**src/rtl/timer_pkg.sv**
```systemverilog
// rtl/timer_pkg.sv - shared timer state encodings, BCD digit constants and digit helpers
package timer_pkg;

    localparam int BCD_W = 4;
    typedef logic [BCD_W-1:0] bcd_t;

    localparam bcd_t DIGIT_MAX   = 4'd9;
    localparam bcd_t SEC_TEN_MAX = 4'd5;

    typedef enum logic [1:0] {
        ST_IDLE    = 2'd0,
        ST_RUN     = 2'd1,
        ST_PAUSE   = 2'd2,
        ST_EXPIRED = 2'd3
    } timer_state_e;

    typedef struct packed {
        bcd_t m_ten;
        bcd_t m_one;
        bcd_t s_ten;
        bcd_t s_one;
        bcd_t c_ten;
        bcd_t c_one;
    } mmsscc_t;

    function automatic bcd_t bcd_dec_digit(bcd_t d, bcd_t max);
        return (d == '0) ? max : d - 1'b1;
    endfunction

    function automatic bcd_t bcd_inc_digit(bcd_t d, bcd_t max);
        return (d == max) ? '0 : d + 1'b1;
    endfunction

endpackage

```
**src/rtl/timer_countdown_core_if.sv**
```systemverilog
// rtl/timer_countdown_core_if.sv - button inputs and MM:SS.CC display outputs of the countdown core
interface timer_countdown_core_if;
    import timer_pkg::*;

    logic timer_mode;
    logic btn_start;
    logic btn_clr;
    logic btn_min_inc;
    logic btn_sec_inc;

    bcd_t tm_m_ten;
    bcd_t tm_m_one;
    bcd_t tm_s_ten;
    bcd_t tm_s_one;
    bcd_t tm_c_ten;
    bcd_t tm_c_one;
    logic tm_running;
    logic tm_done;
    logic tm_alarm;

    modport master (
        output timer_mode, btn_start, btn_clr, btn_min_inc, btn_sec_inc,
        input  tm_m_ten, tm_m_one, tm_s_ten, tm_s_one, tm_c_ten, tm_c_one,
        input  tm_running, tm_done, tm_alarm
    );

    modport slave (
        input  timer_mode, btn_start, btn_clr, btn_min_inc, btn_sec_inc,
        output tm_m_ten, tm_m_one, tm_s_ten, tm_s_one, tm_c_ten, tm_c_one,
        output tm_running, tm_done, tm_alarm
    );

endinterface

```
**src/rtl/timer_countdown_core_bcd_dec_chain.sv**
```systemverilog
// rtl/timer_countdown_core_bcd_dec_chain.sv - combinational MM:SS.CC minus one centisecond with zero flags
module bcd_dec_chain
    import timer_pkg::*;
(
    input  mmsscc_t val_i,
    output mmsscc_t dec_o,
    output logic    val_zero_o,
    output logic    dec_zero_o
);

    logic c_one_b;
    logic cc_b;
    logic s_one_b;
    logic ss_b;
    logic m_one_b;

    // Each *_b flag means every digit below that point is zero, so the next digit up borrows.
    always_comb begin
        c_one_b = (val_i.c_one == '0);
        cc_b    = c_one_b && (val_i.c_ten == '0);
        s_one_b = cc_b    && (val_i.s_one == '0);
        ss_b    = s_one_b && (val_i.s_ten == '0);
        m_one_b = ss_b    && (val_i.m_one == '0);

        dec_o.c_one = bcd_dec_digit(val_i.c_one, DIGIT_MAX);
        dec_o.c_ten = c_one_b ? bcd_dec_digit(val_i.c_ten, DIGIT_MAX)   : val_i.c_ten;
        dec_o.s_one = cc_b    ? bcd_dec_digit(val_i.s_one, DIGIT_MAX)   : val_i.s_one;
        dec_o.s_ten = s_one_b ? bcd_dec_digit(val_i.s_ten, SEC_TEN_MAX) : val_i.s_ten;
        dec_o.m_one = ss_b    ? bcd_dec_digit(val_i.m_one, DIGIT_MAX)   : val_i.m_one;
        dec_o.m_ten = m_one_b ? bcd_dec_digit(val_i.m_ten, DIGIT_MAX)   : val_i.m_ten;
    end

    assign val_zero_o = (val_i == '0);
    assign dec_zero_o = (dec_o == '0);

endmodule

```
**src/rtl/timer_countdown_core.sv**
```systemverilog
// rtl/timer_countdown_core.sv - MM:SS.CC countdown engine; TIMER_ALARM_EN adds the timed expiry alarm
module timer_countdown_core
    import timer_pkg::*;
#(
    parameter int CS_DIV   = 10000,
    parameter int ALARM_CS = 300
) (
    input  logic                   clk,
    input  logic                   rst,
    timer_countdown_core_if.slave  bus
);

    localparam int            PW         = $clog2(CS_DIV);
    localparam logic [PW-1:0] PRESC_LAST = PW'(CS_DIV - 1);

    if (CS_DIV < 2 || ALARM_CS < 1) begin : g_bad_params
        $error("timer_countdown_core: CS_DIV must be >= 2 and ALARM_CS >= 1");
    end

    timer_state_e  state_q;
    mmsscc_t       digits_q;
    mmsscc_t       digits_dec;
    mmsscc_t       digits_inc;
    logic [PW-1:0] presc_q;
    logic          running_q;
    logic          done_q;
    logic          tick;
    logic          val_zero;
    logic          dec_zero;
    logic          start_p;
    logic          clr_p;
    logic          min_p;
    logic          sec_p;

    assign start_p = bus.timer_mode & bus.btn_start;
    assign clr_p   = bus.timer_mode & bus.btn_clr;
    assign min_p   = bus.timer_mode & bus.btn_min_inc;
    assign sec_p   = bus.timer_mode & bus.btn_sec_inc;
    assign tick    = (presc_q == PRESC_LAST);

    bcd_dec_chain u_dec (
        .val_i      (digits_q),
        .dec_o      (digits_dec),
        .val_zero_o (val_zero),
        .dec_zero_o (dec_zero)
    );

    // Minute and second fields step independently; seconds never carry into minutes.
    always_comb begin
        digits_inc = digits_q;
        if (min_p) begin
            digits_inc.m_one = bcd_inc_digit(digits_q.m_one, DIGIT_MAX);
            if (digits_q.m_one == DIGIT_MAX) begin
                digits_inc.m_ten = bcd_inc_digit(digits_q.m_ten, DIGIT_MAX);
            end
        end
        if (sec_p) begin
            digits_inc.s_one = bcd_inc_digit(digits_q.s_one, DIGIT_MAX);
            if (digits_q.s_one == DIGIT_MAX) begin
                digits_inc.s_ten = bcd_inc_digit(digits_q.s_ten, SEC_TEN_MAX);
            end
        end
    end

    always_ff @(posedge clk or posedge rst) begin
        if (rst) begin
            state_q   <= ST_IDLE;
            digits_q  <= '0;
            presc_q   <= '0;
            running_q <= 1'b0;
            done_q    <= 1'b0;
        end else begin
            done_q <= 1'b0;
            if (clr_p) begin
                state_q   <= ST_IDLE;
                digits_q  <= '0;
                presc_q   <= '0;
                running_q <= 1'b0;
            end else begin
                unique case (state_q)
                    ST_IDLE: begin
                        if (start_p) begin
                            if (!val_zero) begin
                                state_q   <= ST_RUN;
                                presc_q   <= '0;
                                running_q <= 1'b1;
                            end
                        end else begin
                            digits_q <= digits_inc;
                        end
                    end
                    ST_RUN: begin
                        presc_q <= tick ? '0 : presc_q + 1'b1;
                        if (tick) begin
                            digits_q <= digits_dec;
                        end
                        // A decrement that lands on zero wins over a same-cycle pause request.
                        if (tick && dec_zero) begin
                            state_q   <= ST_EXPIRED;
                            running_q <= 1'b0;
                            done_q    <= 1'b1;
                        end else if (start_p) begin
                            state_q   <= ST_PAUSE;
                            running_q <= 1'b0;
                        end
                    end
                    ST_PAUSE: begin
                        if (start_p) begin
                            state_q   <= ST_RUN;
                            running_q <= 1'b1;
                        end
                    end
                    ST_EXPIRED: begin
                        if (start_p) begin
                            state_q <= ST_IDLE;
                        end
`ifdef TIMER_ALARM_EN
                        presc_q <= tick ? '0 : presc_q + 1'b1;
`endif
                    end
                    default: state_q <= ST_IDLE;
                endcase
            end
        end
    end

`ifdef TIMER_ALARM_EN
    localparam int            AW         = $clog2(ALARM_CS + 1);
    localparam logic [AW-1:0] ALARM_LAST = AW'(ALARM_CS - 1);

    logic [AW-1:0] alarm_cnt_q;
    logic          alarm_q;
    logic          expire_now;

    assign expire_now = (state_q == ST_RUN) && tick && dec_zero;

    always_ff @(posedge clk or posedge rst) begin
        if (rst) begin
            alarm_q     <= 1'b0;
            alarm_cnt_q <= '0;
        end else if (clr_p || (state_q == ST_EXPIRED && start_p)) begin
            alarm_q     <= 1'b0;
            alarm_cnt_q <= '0;
        end else if (expire_now) begin
            alarm_q     <= 1'b1;
            alarm_cnt_q <= '0;
        end else if (alarm_q && state_q == ST_EXPIRED && tick) begin
            if (alarm_cnt_q == ALARM_LAST) begin
                alarm_q     <= 1'b0;
                alarm_cnt_q <= '0;
            end else begin
                alarm_cnt_q <= alarm_cnt_q + 1'b1;
            end
        end
    end

    assign bus.tm_alarm = alarm_q;
`else
    assign bus.tm_alarm = 1'b0;
`endif

    assign bus.tm_m_ten   = digits_q.m_ten;
    assign bus.tm_m_one   = digits_q.m_one;
    assign bus.tm_s_ten   = digits_q.s_ten;
    assign bus.tm_s_one   = digits_q.s_one;
    assign bus.tm_c_ten   = digits_q.c_ten;
    assign bus.tm_c_one   = digits_q.c_one;
    assign bus.tm_running = running_q;
    assign bus.tm_done    = done_q;

endmodule

```
**src/flat_wrapper.sv**
```systemverilog
// flat-port wrapper written by rule: the top's interface ports become plain ports
module timer_countdown_core_flat import timer_pkg::*;
#(
    parameter int CS_DIV   = 10000,
    parameter int ALARM_CS = 300
)
  (clk, rst, bus_timer_mode, bus_btn_start, bus_btn_clr, bus_btn_min_inc, bus_btn_sec_inc, bus_tm_m_ten, bus_tm_m_one, bus_tm_s_ten, bus_tm_s_one, bus_tm_c_ten, bus_tm_c_one, bus_tm_running, bus_tm_done, bus_tm_alarm);
  timer_countdown_core_if bus_i ();
  input  logic clk;
  input  logic rst;
  input wire logic [$bits(bus_i.timer_mode)-1:0] bus_timer_mode;
  input wire logic [$bits(bus_i.btn_start)-1:0] bus_btn_start;
  input wire logic [$bits(bus_i.btn_clr)-1:0] bus_btn_clr;
  input wire logic [$bits(bus_i.btn_min_inc)-1:0] bus_btn_min_inc;
  input wire logic [$bits(bus_i.btn_sec_inc)-1:0] bus_btn_sec_inc;
  output wire logic [$bits(bus_i.tm_m_ten)-1:0] bus_tm_m_ten;
  output wire logic [$bits(bus_i.tm_m_one)-1:0] bus_tm_m_one;
  output wire logic [$bits(bus_i.tm_s_ten)-1:0] bus_tm_s_ten;
  output wire logic [$bits(bus_i.tm_s_one)-1:0] bus_tm_s_one;
  output wire logic [$bits(bus_i.tm_c_ten)-1:0] bus_tm_c_ten;
  output wire logic [$bits(bus_i.tm_c_one)-1:0] bus_tm_c_one;
  output wire logic [$bits(bus_i.tm_running)-1:0] bus_tm_running;
  output wire logic [$bits(bus_i.tm_done)-1:0] bus_tm_done;
  output wire logic [$bits(bus_i.tm_alarm)-1:0] bus_tm_alarm;
  assign bus_i.timer_mode = bus_timer_mode;
  assign bus_i.btn_start = bus_btn_start;
  assign bus_i.btn_clr = bus_btn_clr;
  assign bus_i.btn_min_inc = bus_btn_min_inc;
  assign bus_i.btn_sec_inc = bus_btn_sec_inc;
  assign bus_tm_m_ten = bus_i.tm_m_ten;
  assign bus_tm_m_one = bus_i.tm_m_one;
  assign bus_tm_s_ten = bus_i.tm_s_ten;
  assign bus_tm_s_one = bus_i.tm_s_one;
  assign bus_tm_c_ten = bus_i.tm_c_ten;
  assign bus_tm_c_one = bus_i.tm_c_one;
  assign bus_tm_running = bus_i.tm_running;
  assign bus_tm_done = bus_i.tm_done;
  assign bus_tm_alarm = bus_i.tm_alarm;
  timer_countdown_core #(.CS_DIV(CS_DIV), .ALARM_CS(ALARM_CS)) u_core (.clk(clk), .rst(rst), .bus(bus_i));
endmodule
```
**config.mk**
```make
export PLATFORM = sky130hd
export DESIGN_NAME = timer_countdown_core_flat
export DESIGN_NICKNAME = d
export VERILOG_FILES = /design/src/rtl/timer_pkg.sv /design/src/rtl/timer_countdown_core_if.sv /design/src/rtl/timer_countdown_core_bcd_dec_chain.sv /design/src/rtl/timer_countdown_core.sv /design/src/flat_wrapper.sv
export SDC_FILE = /design/constraint.sdc
export NUM_CORES = 1
export LEC_CHECK = 0
export BUFFER_PORTS_ARGS = -buffer_cell sky130_fd_sc_hd__buf_2
export CAP_MARGIN = 20
export CELL_PAD_IN_SITES_DETAIL_PLACEMENT = 0
export CELL_PAD_IN_SITES_GLOBAL_PLACEMENT = 1
export CORE_ASPECT_RATIO = 0.5
export CORE_MARGIN = 4
export CORE_UTILIZATION = 44
export DETAILED_ROUTE_END_ITERATION = 10
export PLACE_DENSITY_LB_ADDON = 0.1
export SYNTH_ARGS = -nofsm -noshare
export SYNTH_HDL_FRONTEND = slang
export SYNTH_HIERARCHICAL = 1
export SYNTH_SLANG_ARGS = --single-unit
export TNS_END_PERCENT = 1
```
**constraint.sdc**
```tcl
create_clock -name clk -period 3.6 [get_ports clk]
set_clock_uncertainty 0.1 [all_clocks]
set_input_delay 0.72 -clock clk [delete_from_list [all_inputs] [get_ports clk]]
set_output_delay 0.72 -clock clk [all_outputs]
set_load 0.05 [all_outputs]
```
After elaboration in Yosys (flattened, before gate mapping)
Cells that the tools add are included.
- flip-flop bits (word level): 42
- logic and storage cells: 117
- $add $sub $neg: 11
- eq/ne operators: 20
- multiplexer cells: 46
- bitwise operators: 4
- reductions and logical operators: 26
- operator list (kind ; number):
    24-bit 2-to-1 mux ; 3
    4-bit 2-to-1 mux ; 17
    14-bit 2-to-1 mux ; 4
    24-bit zero test ; 2
    24-bit case mux with 2 select lines ; 1
    14-bit case mux with 2 select lines ; 1
    4-bit zero test ; 6
    3-bit by 1-bit inequality test with 1-bit output, second input constant ; 8
    4-bit by 1-bit subtractor with 4-bit output, second input constant ; 6
    5-bit AND reduction ; 4
    4-bit by 1-bit adder with 4-bit output, second input constant ; 4
    8-bit 2-to-1 mux ; 2
    14-bit by 1-bit adder with 14-bit output, second input constant ; 1
    14-bit == test, second input constant ; 1
    2-bit 2-to-1 mux ; 7
    4-bit == test, second input constant ; 3
    1-bit 2-to-1 mux ; 9
    2-bit case mux with 4 select lines ; 1
    4-bit AND reduction ; 2
    3-bit inequality test, second input constant ; 2
    3-bit AND reduction ; 2
    1-bit logical AND ; 5
    1-bit AND ; 4
    2-bit == test, second input constant ; 2
    other kinds (9) ; 10

Depth between registers and ports, before layout
Gate-level depths: netlist of the first run.
- word-level depth: 11
- depth in mapped cells: 11
- mapped depth without buffers: 10

Hierarchy
Netlist of the first run, hierarchy kept.
- modules (own cells, without submodules) (module ; times used ; cells an instance ; area an instance (sq um) ; sequential area each (sq um)):
    timer_countdown_core ; 1 ; 302 ; 2602.5 ; 1051.0
    bcd_dec_chain ; 1 ; 82 ; 519.2 ; 0.0

Worst setup path after synthesis of the first run
No wires, ideal clock.
- kind: reg-to-reg
- from: reg u_core.digits_q (netlist bit u_core/bus.tm_c_one[3])
- to: reg u_core.state_q[1]
- setup time: 0.128 ns
- arrival time: 2.738 ns
- slack: 0.634 ns
- stages on the path, launching flop included: 10
- path buffers: 0
- clock period less this slack: 2.966 ns
- cells stage by stage: dfrtp_1 nor4_4 nand4_4 or4_4 mux2_4 nor4_2 o21bai_1 a21oi_1 o21ai_1 mux2i_1
- RTL lines (element ; line ; source):
    start: declaration ; timer_countdown_core.sv:21 ; mmsscc_t digits_q;
    start signal: assignment ; timer_countdown_core.sv:89 ; digits_q <= digits_inc;
    start signal: assignment ; timer_countdown_core.sv:95 ; digits_q <= digits_dec;
    end signal: assignment ; timer_countdown_core.sv:67 ; state_q <= ST_IDLE;
    end signal: assignment ; timer_countdown_core.sv:75 ; state_q <= ST_IDLE;
    end signal: assignment ; timer_countdown_core.sv:84 ; state_q <= ST_RUN;
    end: declaration ; timer_countdown_core.sv:20 ; timer_state_e state_q;

Final worst setup path of the first run
- from: reg u_core.digits_q (netlist bit u_core/bus.tm_c_one[3])
- to: reg u_core.presc_q[6]
- word-level cells in the longest chain between the ends: 3
- ends and longest elaborated chain (element ; line ; source):
    24-bit zero test ; timer_countdown_core_bcd_dec_chain.sv:33 ; assign val_zero_o = (val_i == '0);
    via u_core.val_zero ; timer_countdown_core.sv:28 ; logic val_zero;
    3-bit inequality test (no source line) ; - ;
    3-bit AND reduction (no source line) ; - ;
    end signal: assignment ; timer_countdown_core.sv:93 ; presc_q <= tick ? '0 : presc_q + 1'b1;
    end: declaration ; timer_countdown_core.sv:24 ; logic [PW-1:0] presc_q;
The timed path passes the listed nets, and every way through them passes these cells.
A chain may end at the register's enable or synchronous reset.

==> metrics.csv, run 1 <==
stage;metric;value;unit
synth;EDFF count, synth;0;
setup_path;Critical Path Start Type;flip-flop;
clock_network;hold buffer count at cts;0;
clock_network;Worst-path clk slew;60;ps
sta;TNS Setup;0;ps
setup_path;Crit Path Max Fanout;11;
synth;main flop type after synthesis;dfrtp_1;
synth;synth unique cells;60;
sta;Hold WS;387.2;ps
routing;DRC Markers;0;
synth;Compound-Gate Fraction of Synth Area;0.2028;
routing;DRT iter0 DRCs;189;
floorplanning;# rows;21;
synth;Adder-Cell Fraction of Synth Area;0.02004;
min_path;hold crit path type;in2async;
grt;largest net degree at the start of global routing;23;
power;static leakage;0.001598;uW
layout;area grow syn2layout;13.59;%
sta;Slew HR;0.4405;
synth;sequential share of the synthesized area;0.3367;
setup_path;R2R cell count;10;
synth;Yosys top cell by area;dfrtp_1;
power;PD cells;980.3;nW/um^2
grt;GR Util All Layers;0.1962;
synth;main combinational cell family by area after synthesis;simple AND/OR/NAND/NOR gates;
setup_path;crit path to;u_core/presc_q[6];
clock_network;Num CTS Buffers;5;
power;peak supply drop;0.2745;mV
setup_path;CP required;3660;ps
sta;Slew Limit Fails;0;
floorplanning;Die ar.;8588;sq um
place;Port Buffers;32;
sta;Tightest Pin Transition;834.1;ps
synth;mean post-synth cell area;8.130;sq um
sta;RSZ-0062 raised after global routing;false;
synth;synth warn;6;
clock_network;clock buffer depth;2;
grt;vias in the first global route;2793;
floorplanning;Initial Util;0.4605;
setup_path;RR Startpoint;u_core/bus.tm_c_one[3];
layout;layout cells sized above 1;0.1762;
sta;final period utilization;0.9356;
synth;mux cell area share after synthesis;0.06253;
sta;Final Hold Viols;0;
grt;grt total ovfl;0;
synth;Synth area leaders;dfrtp_1, nand2_1, o21ai_0;
synth;mapped cell area;3122;sq um
setup_path;CP endpoint kind;flip-flop;
floorplanning;die height;67.56;microns
sta;fmax;296.9;MHz
flow_run;maxcap violations;0;
synth;Post-Synthesis Net Count;396;
setup_path;FF-to-FF End;u_core/presc_q[6];
clock_network;Worst-Skew Late Latency;290;ps
setup_path;Worst EP arrival;3430;ps
routing;router iterations before antenna repair;4;
grt;first-pass GRT wire length;13.48;mm
setup_path;crit path launch;u_core/bus.tm_c_one[3];
setup_path;R2R Setup Slk;230;ps
synth;most numerous cell in the Yosys netlist;nand2_1;
floorplanning;num ports;34;
routing;Routed WL per cell;15.77;microns
setup_path;critical path class;reg2reg;
routing;Avg Vias per Cell;5.656;
floorplanning;core area;6779;sq um
outcome;outcome;finished clean;
clock_network;CTS Sinks;42;
sta;Final min period;3368;ps
clock_network;htree depth;2;
place;Final HPWL DP;5.835;mm
floorplanning;die width;127.1;microns
synth;Synth Area in XOR/XNOR;0.03928;
synth;asr flop ratio synth;1.000;
routing;final wirelength;8.076;mm
synth;Post-Synthesis Cells;384;
clock_network;TritonCTS clock tree;built;
sta;setup violators final;0;
synth;Simple-Gate Fraction of Synth Area;0.2914;
place;RePlAce Congestion;0.8772;
layout;Diodes inserted;0;
grt;initial antenna violation count;0;
routing;via count;2896;
routing;DRT antenna net count;0;
synth;Yosys reg bits;42;
layout;# nets final;432;
synth;list of most frequent post-synthesis cells;nand2_1, dfrtp_1, nor2_1, o21ai_0, o21ai_1;
clock_network;Root Buffer;clkbuf_16;
synth;top-area cell type share of the netlist area;0.3367;
-- cell type report --
type / count / area (sq um)
fill: 667 / 3233
multi-input combinational: 310 / 1933
sequential: 42 / 1051
timing repair buffer: 44 / 250.2
clock buffer: 7 / 132.6
tap: 92 / 115.1
inverter: 17 / 63.81
-- critical path, cell delays in order, from the launching register on --
cell and delay [ps]:
dfrtp_1 480, nor4_4 450, nand2_1 160, nor3_1 420
nand2b_1 140, nor3_1 360, nand4b_1 200, and3_1 430
nor2_1 170, a41oi_1 250, a31oi_1 60
-- cell families (layout without fill, tap and decap cells) --
family          count (synthesis)  in the layout
fa+ha+maj                       5              5
other cells                     1              1
mux                            15             15
buf+inv                        32             68
xor+xnor                       14             14
flops                          42             42
compound gates                101            101
simple gates                  174            174
-- timing repair --
action                                  4_1_cts  5_1_grt
resized for setup                             0        1
setup buffers                                 0        0
endpoints found under the setup margin        0        1
-- state kept, by name, indices dropped and copies added, names as in the netlist --
| signal | flops |
|---|---|
| u_core/bus.tm_s_ten | 4 |
| u_core/bus.tm_m_ten | 4 |
| u_core/bus.tm_done | 1 |
| u_core/bus.tm_c_one | 4 |
| u_core/bus.tm_m_one | 4 |
| u_core/bus.tm_s_one | 4 |
| u_core/bus.tm_c_ten | 4 |
| u_core/state_q | 2 |
| u_core/presc_q | 14 |
| u_core/bus.tm_running | 1 |
-- layer usage --
metal / routed length, microns / track usage / part of all wire
met4: 99 / 0.06417 / 0.012
met2: 3573 / 0.3316 / 0.44
met5: 0 / 0 / 0
met1: 3960 / 0.2514 / 0.49
met3: 441 / 0.04739 / 0.055
-- worst min-delay path by stage --
stage                        from                 end  slack (ps)  depth (start not counted)
6_report                      rst   u_core/presc_q[5]         390                          2
5_1_grt        u_core/presc_q[12]  u_core/presc_q[12]         420                          1
4_1_cts        u_core/presc_q[12]  u_core/presc_q[12]         400                          1
3_5_place_dp   u_core/presc_q[12]  u_core/presc_q[12]         390                          1
3_3_place_gp    u_core/presc_q[7]   u_core/presc_q[7]         380                          1
2_1_floorplan   u_core/presc_q[7]   u_core/presc_q[7]         360                          1
-- through the flow --
stage	power [uW]	std cells	utilization	area, sq um	worst slack, ps
global placement	3006	505	0.5026	3407	415.6
detailed placement	3039	505	0.5026	3407	355.3
finish	3476	512	0.5231	3546	232.0
global route	3747	512	0.5231	3546	3.992
floorplan	2549	384	-	3122	634.4
CTS	3485	512	0.5221	3540	315.7
-- layout by cell type (no fill, tap or decap), types with 10 or more instances in the layout --
cell type / instances
and3_1: 11
buf_4: 12
nand2_1: 67
a31oi_1: 12
a21oi_1: 11
o21ai_1: 21
nor2_1: 34
o21ai_0: 28
buf_2: 32
nand2b_1: 10
dfrtp_1: 42
inv_1: 16
-- report_power, final --
part	switching [uW]	leakage [uW]	internal (uW)
Combinational	1430	0.000980	800
Clock	176	0.0000640	254
Sequential	211	0.000555	609
Note: power is estimated with default switching activity, not from simulation.
==> run 2, diff against run 1 <==
--- a/config.mk
+++ b/config.mk
@@ -16,6 +16,5 @@
 export PLACE_DENSITY_LB_ADDON = 0.1
 export SYNTH_ARGS = -nofsm -noshare
 export SYNTH_HDL_FRONTEND = slang
-export SYNTH_HIERARCHICAL = 1
 export SYNTH_SLANG_ARGS = --single-unit
 export TNS_END_PERCENT = 1
==> metrics.csv, run 2 <==
stage;metric;value;unit;change
place;DP Worst Slack;822.1;ps;was 355.3 ps
synth;sequential share of the synthesized area;0.3450;;was 0.3367
place;RePlAce Congestion;0.8301;;was 0.8772
grt;grt total ovfl;0;;unchanged
clock_network;hold buffer count at cts;0;;unchanged
floorplanning;core area;6700;sq um;was 6779 sq um
sta;setup violators final;0;;unchanged
floorplanning;Initial Util;0.4547;;was 0.4605
grt;vias in the first global route;2726;;was 2793
synth;mapped cell area;3047;sq um;was 3122 sq um
setup_path;slowest CP cell;or4_4;;was dfrtp_1
synth;list of most frequent post-synthesis cells;dfrtp_1, o21ai_0, nor2_1, a21oi_1, nand2_1;;was nand2_1, dfrtp_1, nor2_1, o21ai_0, o21ai_1
floorplanning;die height;66.84;microns;was 67.56 microns
sta;Final min period;2762;ps;was 3368 ps
synth;synth warn;0;;was 6
routing;DRT antenna net count;0;;unchanged
synth;mean post-synth cell area;8.257;sq um;was 8.130 sq um
layout;# nets final;407;;was 432
sta;fmax;362.0;MHz;was 296.9 MHz
synth;Synth area leaders;dfrtp_1, o21ai_0, a21oi_1;;was dfrtp_1, nand2_1, o21ai_0
setup_path;Crit Path Max Fanout;11;;unchanged
layout;most frequent cells in the layout;dfrtp_1, o21ai_0, nor2_1;;was nand2_1, dfrtp_1, nor2_1
floorplanning;# rows;21;;unchanged
layout;layout cells sized above 1;0.1692;;was 0.1762
routing;DRT iter0 DRCs;277;;was 189
clock_network;Worst-Skew Late Latency;290;ps;about the same
clock_network;Worst-path clk slew;60;ps;about the same
sta;TNS Setup;0;ps;unchanged
clock_network;CTS Sinks;42;;unchanged
synth;EDFF count, synth;0;;unchanged
layout;Largest register FFs;14;;unchanged
routing;via count;2858;;was 2896
routing;DRC Markers;0;;unchanged
grt;initial antenna violation count;0;;unchanged
power;peak supply drop;0.2339;mV;was 0.2745 mV
grt;largest net degree at the start of global routing;27;;was 23
floorplanning;die width;125.7;microns;was 127.1 microns
clock_network;Root Buffer;clkbuf_16;;unchanged
sta;Slew Limit Fails;0;;unchanged
clock_network;Num CTS Buffers;5;;unchanged
setup_path;Critical Path Start Type;flip-flop;;unchanged
setup_path;CP required;3650;ps;was 3660 ps
clock_network;htree depth;2;;unchanged
synth;most numerous cell in the Yosys netlist;dfrtp_1;;was nand2_1
layout;final cell count without fillers;488;;was 512
power;static leakage;0.001504;uW;was 0.001598 uW
routing;Routed WL per cell;16.16;microns;was 15.77 microns
place;Cells after DPL;480;;was 505
routing;Avg Vias per Cell;5.857;;was 5.656
routing;final wirelength;7.884;mm;was 8.076 mm
floorplanning;Die ar.;8400;sq um;was 8588 sq um
synth;Post-Synthesis Cells;369;;was 384
routing;met3 wire length;445;microns;was 441 microns
flow_run;maxcap violations;0;;unchanged
synth;main flop type after synthesis;dfrtp_1;;unchanged
power;PD cells;761.2;nW/um^2;was 980.3 nW/um^2
floorplanning;num ports;34;;unchanged
setup_path;Worst EP arrival;2820;ps;was 3430 ps
synth;asr flop ratio synth;1.000;;unchanged
synth;Yosys top cell by area;dfrtp_1;;unchanged
synth;top-area cell type share of the netlist area;0.3450;;was 0.3367
layout;area grow syn2layout;12.16;%;was 13.59%
clock_network;clock buffer depth;2;;unchanged
routing;DR WL met2;3.635;mm;was 3.573 mm
synth;synth unique cells;58;;was 60
sta;Hold WS;358.2;ps;was 387.2 ps
layout;commonest non-fill, non-tap cell in the layout;dfrtp_1;;was nand2_1
setup_path;critical path class;reg2reg;;unchanged
outcome;outcome;finished clean;;unchanged
sta;Final Hold Viols;0;;unchanged
place;Final HPWL DP;5.657;mm;was 5.835 mm
routing;router iterations before antenna repair;5;;was 4
place;Port Buffers;32;;unchanged
grt;GR Util All Layers;0.2019;;was 0.1962
sta;final period utilization;0.7672;;was 0.9356
synth;Yosys reg bits;42;;unchanged
sta;Slew HR;0.5653;;was 0.4405
sta;Tightest Pin Transition;652.1;ps;was 834.1 ps
synth;Post-Synthesis Net Count;381;;was 396
setup_path;crit path cell chain;or4_4 -> or3_4 -> o311a_4 -> a21oi_4 -> nand2b_1 -> o21ai_0;;was nor4_4 -> nand2_1 -> nor3_1 -> nand2b_1 -> nor3_1 -> nand4b_1 -> and3_1 -> nor2_1 -> a41oi_1 -> a31oi_1
layout;Diodes inserted;0;;unchanged
setup_path;CP endpoint kind;flip-flop;;unchanged
sta;RSZ-0062 raised after global routing;false;;unchanged
layout;Largest Register;u_core.presc_q;;was u_core/presc_q
min_path;hold crit path type;in2async;;unchanged
routing;M1 WL;3.759;mm;was 3.960 mm
routing;top layer used by detailed routing;met4;;unchanged
clock_network;post-CTS setup buffers;0;;unchanged
grt;first-pass GRT wire length;13.68;mm;was 13.48 mm
setup_path;CP max stage delay;590;ps;was 480 ps
sta;Final Worst Setup Slack;837.9;ps;was 232.0 ps
clock_network;TritonCTS clock tree;built;;unchanged
clock_network;Post-CTS Resized;0;;unchanged
[run 2: changes by cell type after synthesis, sizes merged, moves of 5 or more]
| cell | before | now |
|---|---|---|
| nand2 | 68 | 29 |
| a21oi | 11 | 33 |
| clkbuf | 7 | 18 |
| mux2 | 12 | 1 |
| o21ai | 49 | 38 |
| o31ai | 4 | 13 |
| a31oi | 12 | 5 |
| and2 | 2 | 9 |
| nor3 | 9 | 15 |
| inv | 17 | 12 |
| mux2i | 3 | 8 |
| or4 | 2 | 7 |
| xor2 | 7 | 2 |
[run 2: final cells by class]
class                           instances  area (sq um)
Fill cell                             660          3283
Sequential cell                        42          1051
Clock inverter                          2         37.54
Timing Repair Buffer                   42         235.2
Multi-Input combinational cell        292          1804
Inverter                               12         45.04
Tap cell                               92         115.1
Clock buffer                            6         128.9
[run 2: path summary, 6_finish.rpt]
kind	startpoint	to	slack, ps	cells past startpoint
max in group asynchronous	rst	u_core.bus.tm_m_one[2]	2700	3
min	rst	u_core.presc_q[1]	360	3
max reg2reg	u_core.bus.tm_m_one[0]	u_core.presc_q[2]	840	6
min in group clk	u_core.presc_q[9]	u_core.presc_q[9]	400	1
max	u_core.bus.tm_m_one[0]	u_core.presc_q[2]	840	6
min reg2reg	u_core.presc_q[9]	u_core.presc_q[9]	400	1
[run 2: cell families after synthesis]
| group | count (synthesis) | synth area share |
|---|---|---|
| fa+ha+maj | 5 | 0.02053 |
| flops | 42 | 0.3450 |
| simple gates | 155 | 0.2842 |
| buf+inv | 35 | 0.06283 |
| other cells | 1 | 0.001231 |
| mux | 9 | 0.02998 |
| compound gates | 112 | 0.2275 |
| xor+xnor | 10 | 0.02875 |
[run 2: where the power goes]
part	internal [uW]	switching, uW
Clock	328	190
Sequential	554	190
Combinational	466	874
Total	1350	1250
[run 2: through the flow]
step	total power, uW	cell area [sq um]	util
floorplan	1794	3047	-
global placement	2054	3251	0.4852
detailed placement	2075	3251	0.4852
CTS	2601	3417	0.5100
global route	2801	3417	0.5100
finish	2601	3417	0.5100
[run 2: critical path: cells and delay by family (launching register included)]
kind / cells / cell delay [ps]
AND/OR/NAND/NOR: 3 / 1380
AO/OA/AOI/OAI: 3 / 660
flip-flops: 1 / 490
[run 2: per-layer routing]
| metal | vias up | GRT usage |
|---|---|---|
| li1 | 1401 | - |
| met3 | 4 | 0.04644 |
| met5 | - | 0 |
| met4 | 0 | 0.04459 |
| met2 | 78 | 0.3331 |
| met1 | 1375 | 0.2727 |
==> run 3, diff against run 2 <==
==> constraint.sdc (replaced) <==
create_clock -name clk -period 2.9 [get_ports clk]
set_clock_uncertainty 0.1 [all_clocks]
set_input_delay 0.58 -clock clk [delete_from_list [all_inputs] [get_ports clk]]
set_output_delay 0.58 -clock clk [all_outputs]
set_load 0.05 [all_outputs]
==> metrics.csv, run 3 (synthesis gave the netlist of run 2 again) <==
stage;metric;value;unit;change
outcome;outcome;finished clean;;unchanged
routing;Routed WL per cell;16.13;microns;was 16.16 microns
routing;DRT antenna net count;0;;unchanged
setup_path;CP endpoint kind;flip-flop;;unchanged
clock_network;Worst-Skew Late Latency;290;ps;about the same
grt;largest net degree at the start of global routing;25;;was 27
setup_path;R2R Setup Slk;240;ps;was 840 ps
power;sequential share of power;0.263;;was 0.286
clock_network;clock buffer depth;2;;unchanged
grt;grt total ovfl;0;;unchanged
clock_network;post-CTS setup buffers;0;;unchanged
sta;Tightest Pin Transition;589.4;ps;was 652.1 ps
clock_network;TritonCTS clock tree;built;;unchanged
setup_path;Largest delay share family, worst path;simple AND/OR/NAND/NOR gates;;unchanged
floorplanning;# rows;21;;unchanged
place;Port Buffers;32;;unchanged
layout;layout cells sized above 1;0.1941;;was 0.1692
layout;commonest non-fill, non-tap cell in the layout;dfrtp_1;;unchanged
sta;setup violators final;0;;unchanged
clock_network;Root Buffer;clkbuf_16;;unchanged
sta;fmax;376.4;MHz;was 362.0 MHz
routing;Avg Vias per Cell;5.878;;was 5.857
clock_network;Num CTS Buffers;5;;unchanged
power;static leakage;0.001557;uW;was 0.001504 uW
layout;area grow syn2layout;14.29;%;was 12.16%
setup_path;critical path class;reg2reg;;unchanged
power;PD cells;925.6;nW/um^2;was 761.2 nW/um^2
sta;Final Worst Setup Slack;243.4;ps;was 837.9 ps
sta;Slew HR;0.6071;;was 0.5653
setup_path;CP max stage delay;570;ps;was 590 ps
power;switching portion of total power;0.4913;;was 0.4818
layout;Diodes inserted;0;;unchanged
sta;RSZ-0062 raised after global routing;false;;unchanged
setup_path;crit path cell chain;or4b_4 -> or4_4 -> nor4_2 -> nand4_1 -> and3_1 -> o21a_1;;was or4_4 -> or3_4 -> o311a_4 -> a21oi_4 -> nand2b_1 -> o21ai_0
setup_path;Critical Path Start Type;flip-flop;;unchanged
layout;# nets final;418;;was 407
floorplanning;Die ar.;8400;sq um;unchanged
floorplanning;core area;6700;sq um;unchanged
place;DP Worst Slack;278.3;ps;was 822.1 ps
sta;TNS Setup;0;ps;unchanged
layout;number of fill cells;646;;was 660
floorplanning;Initial Util;0.4547;;unchanged
floorplanning;die height;66.84;microns;unchanged
sta;final period utilization;0.9161;;was 0.7672
grt;vias in the first global route;2684;;was 2726
setup_path;RR Startpoint;u_core.presc_q[5];;was u_core.bus.tm_m_one[0]
layout;Largest Register;u_core.presc_q;;unchanged
floorplanning;die width;125.7;microns;unchanged
power;Clk pwr share;0.172;;was 0.199
flow_run;maxcap violations;0;;unchanged
clock_network;htree depth;2;;unchanged
power;Psw;1583;uW;was 1253 uW
place;Final HPWL DP;5.933;mm;was 5.657 mm
routing;via count;2933;;was 2858
grt;initial antenna violation count;0;;unchanged
clock_network;CTS Sinks;42;;unchanged
power;combinational share of power;0.565;;was 0.515
grt;GR Util All Layers;0.1975;;was 0.2019
setup_path;Crit Path Max Fanout;5;;was 11
min_path;hold crit path type;in2async;;unchanged
routing;final wirelength;8.048;mm;was 7.884 mm
power;peak supply drop;0.2872;mV;was 0.2339 mV
setup_path;slowest CP cell;or4b_4;;was or4_4
routing;router iterations before antenna repair;4;;was 5
routing;DRC Markers;0;;unchanged
setup_path;R2R cell count;6;;unchanged
floorplanning;num ports;34;;unchanged
grt;first-pass GRT wire length;13.35;mm;was 13.68 mm
setup_path;Worst EP arrival;2740;ps;was 2820 ps
setup_path;CP required;2980;ps;was 3650 ps
power;Int Pwr;1639;uW;was 1348 uW
clock_network;Worst-path clk slew;60;ps;about the same
routing;DRT iter0 DRCs;221;;was 277
clock_network;hold buffer count at cts;0;;unchanged
sta;Final min period;2657;ps;was 2762 ps
layout;most frequent cells in the layout;dfrtp_1, o21ai_0, nor2_1;;unchanged
sta;Final Hold Viols;0;;unchanged
sta;Slew Limit Fails;0;;unchanged
place;RePlAce Congestion;0.8942;;was 0.8301
layout;Largest register FFs;14;;unchanged
setup_path;FF-to-FF End;u_core.state_q[1];;was u_core.presc_q[2]
setup_path;Buf+Inv Stages, Crit Path;0;;unchanged
[run 3: area by class of cell]
cell class	instances	area, sq um	area share
Inverter	12	45.04	0.01294
Clock inverter	2	13.76	0.003953
Sequential cell	42	1051	0.3018
Multi-Input combinational cell	292	1810	0.5199
Clock buffer	6	128.9	0.03701
Tap cell	92	115.1	0.03306
Timing Repair Buffer	53	317.8	0.09127
[run 3: worst max-delay path by stage]
stage                                 from                endpoint  slack, ps  cells past startpoint
CTS                      u_core.presc_q[5]       u_core.state_q[1]        260                      6
detailed placement       u_core.presc_q[5]       u_core.state_q[1]        280                      6
floorplan           u_core.bus.tm_m_one[0]       u_core.state_q[0]         30                      7
global route             u_core.state_q[1]       u_core.presc_q[9]        100                      6
global placement    u_core.bus.tm_c_one[1]  u_core.bus.tm_m_ten[2]        280                      7
finish                   u_core.presc_q[5]       u_core.state_q[1]        240                      6
[run 3: what timing repair did]
item,in CTS,in global routing
endpoints found under the setup margin,0,1
endpoints found under the hold margin,0,0
resized for setup,0,1
[run 3: metal layers]
metal | up-vias | wire, microns | track usage
li1 | 1432 | - | -
met1 | 1426 | 3946 | 0.2743
met2 | 67 | 3612 | 0.3145
met3 | 8 | 433 | 0.04484
met4 | 0 | 57 | 0.04730
met5 | - | 0 | 0
[run 3: worst min-delay path, cell delays in order]
cell and delay (ps):
buf_2 90, inv_1 60, buf_4 270
[run 3: per-stage QoR]
step	utilization	hold slack, ps	instances	power, uW	area [sq um]
final	0.5197	231.6	499	3223	3482
after global routing	0.5197	265.1	499	3467	3482
after CTS	0.5188	235.7	499	3220	3476
after detailed placement	0.4975	397.6	491	2651	3333
after global placement	0.4975	383.1	491	2623	3333
after floorplan	-	360.4	369	2226	3047
[run 3: power groups by stage]
stage	Sequential (uW)	Combinational [uW]	Clock, uW
2_1_floorplan	1080	1150	0
5_1_grt	873	2000	593
3_5_place_dp	855	1800	0
6_report	849	1820	553
3_3_place_gp	853	1770	0
4_1_cts	846	1800	569
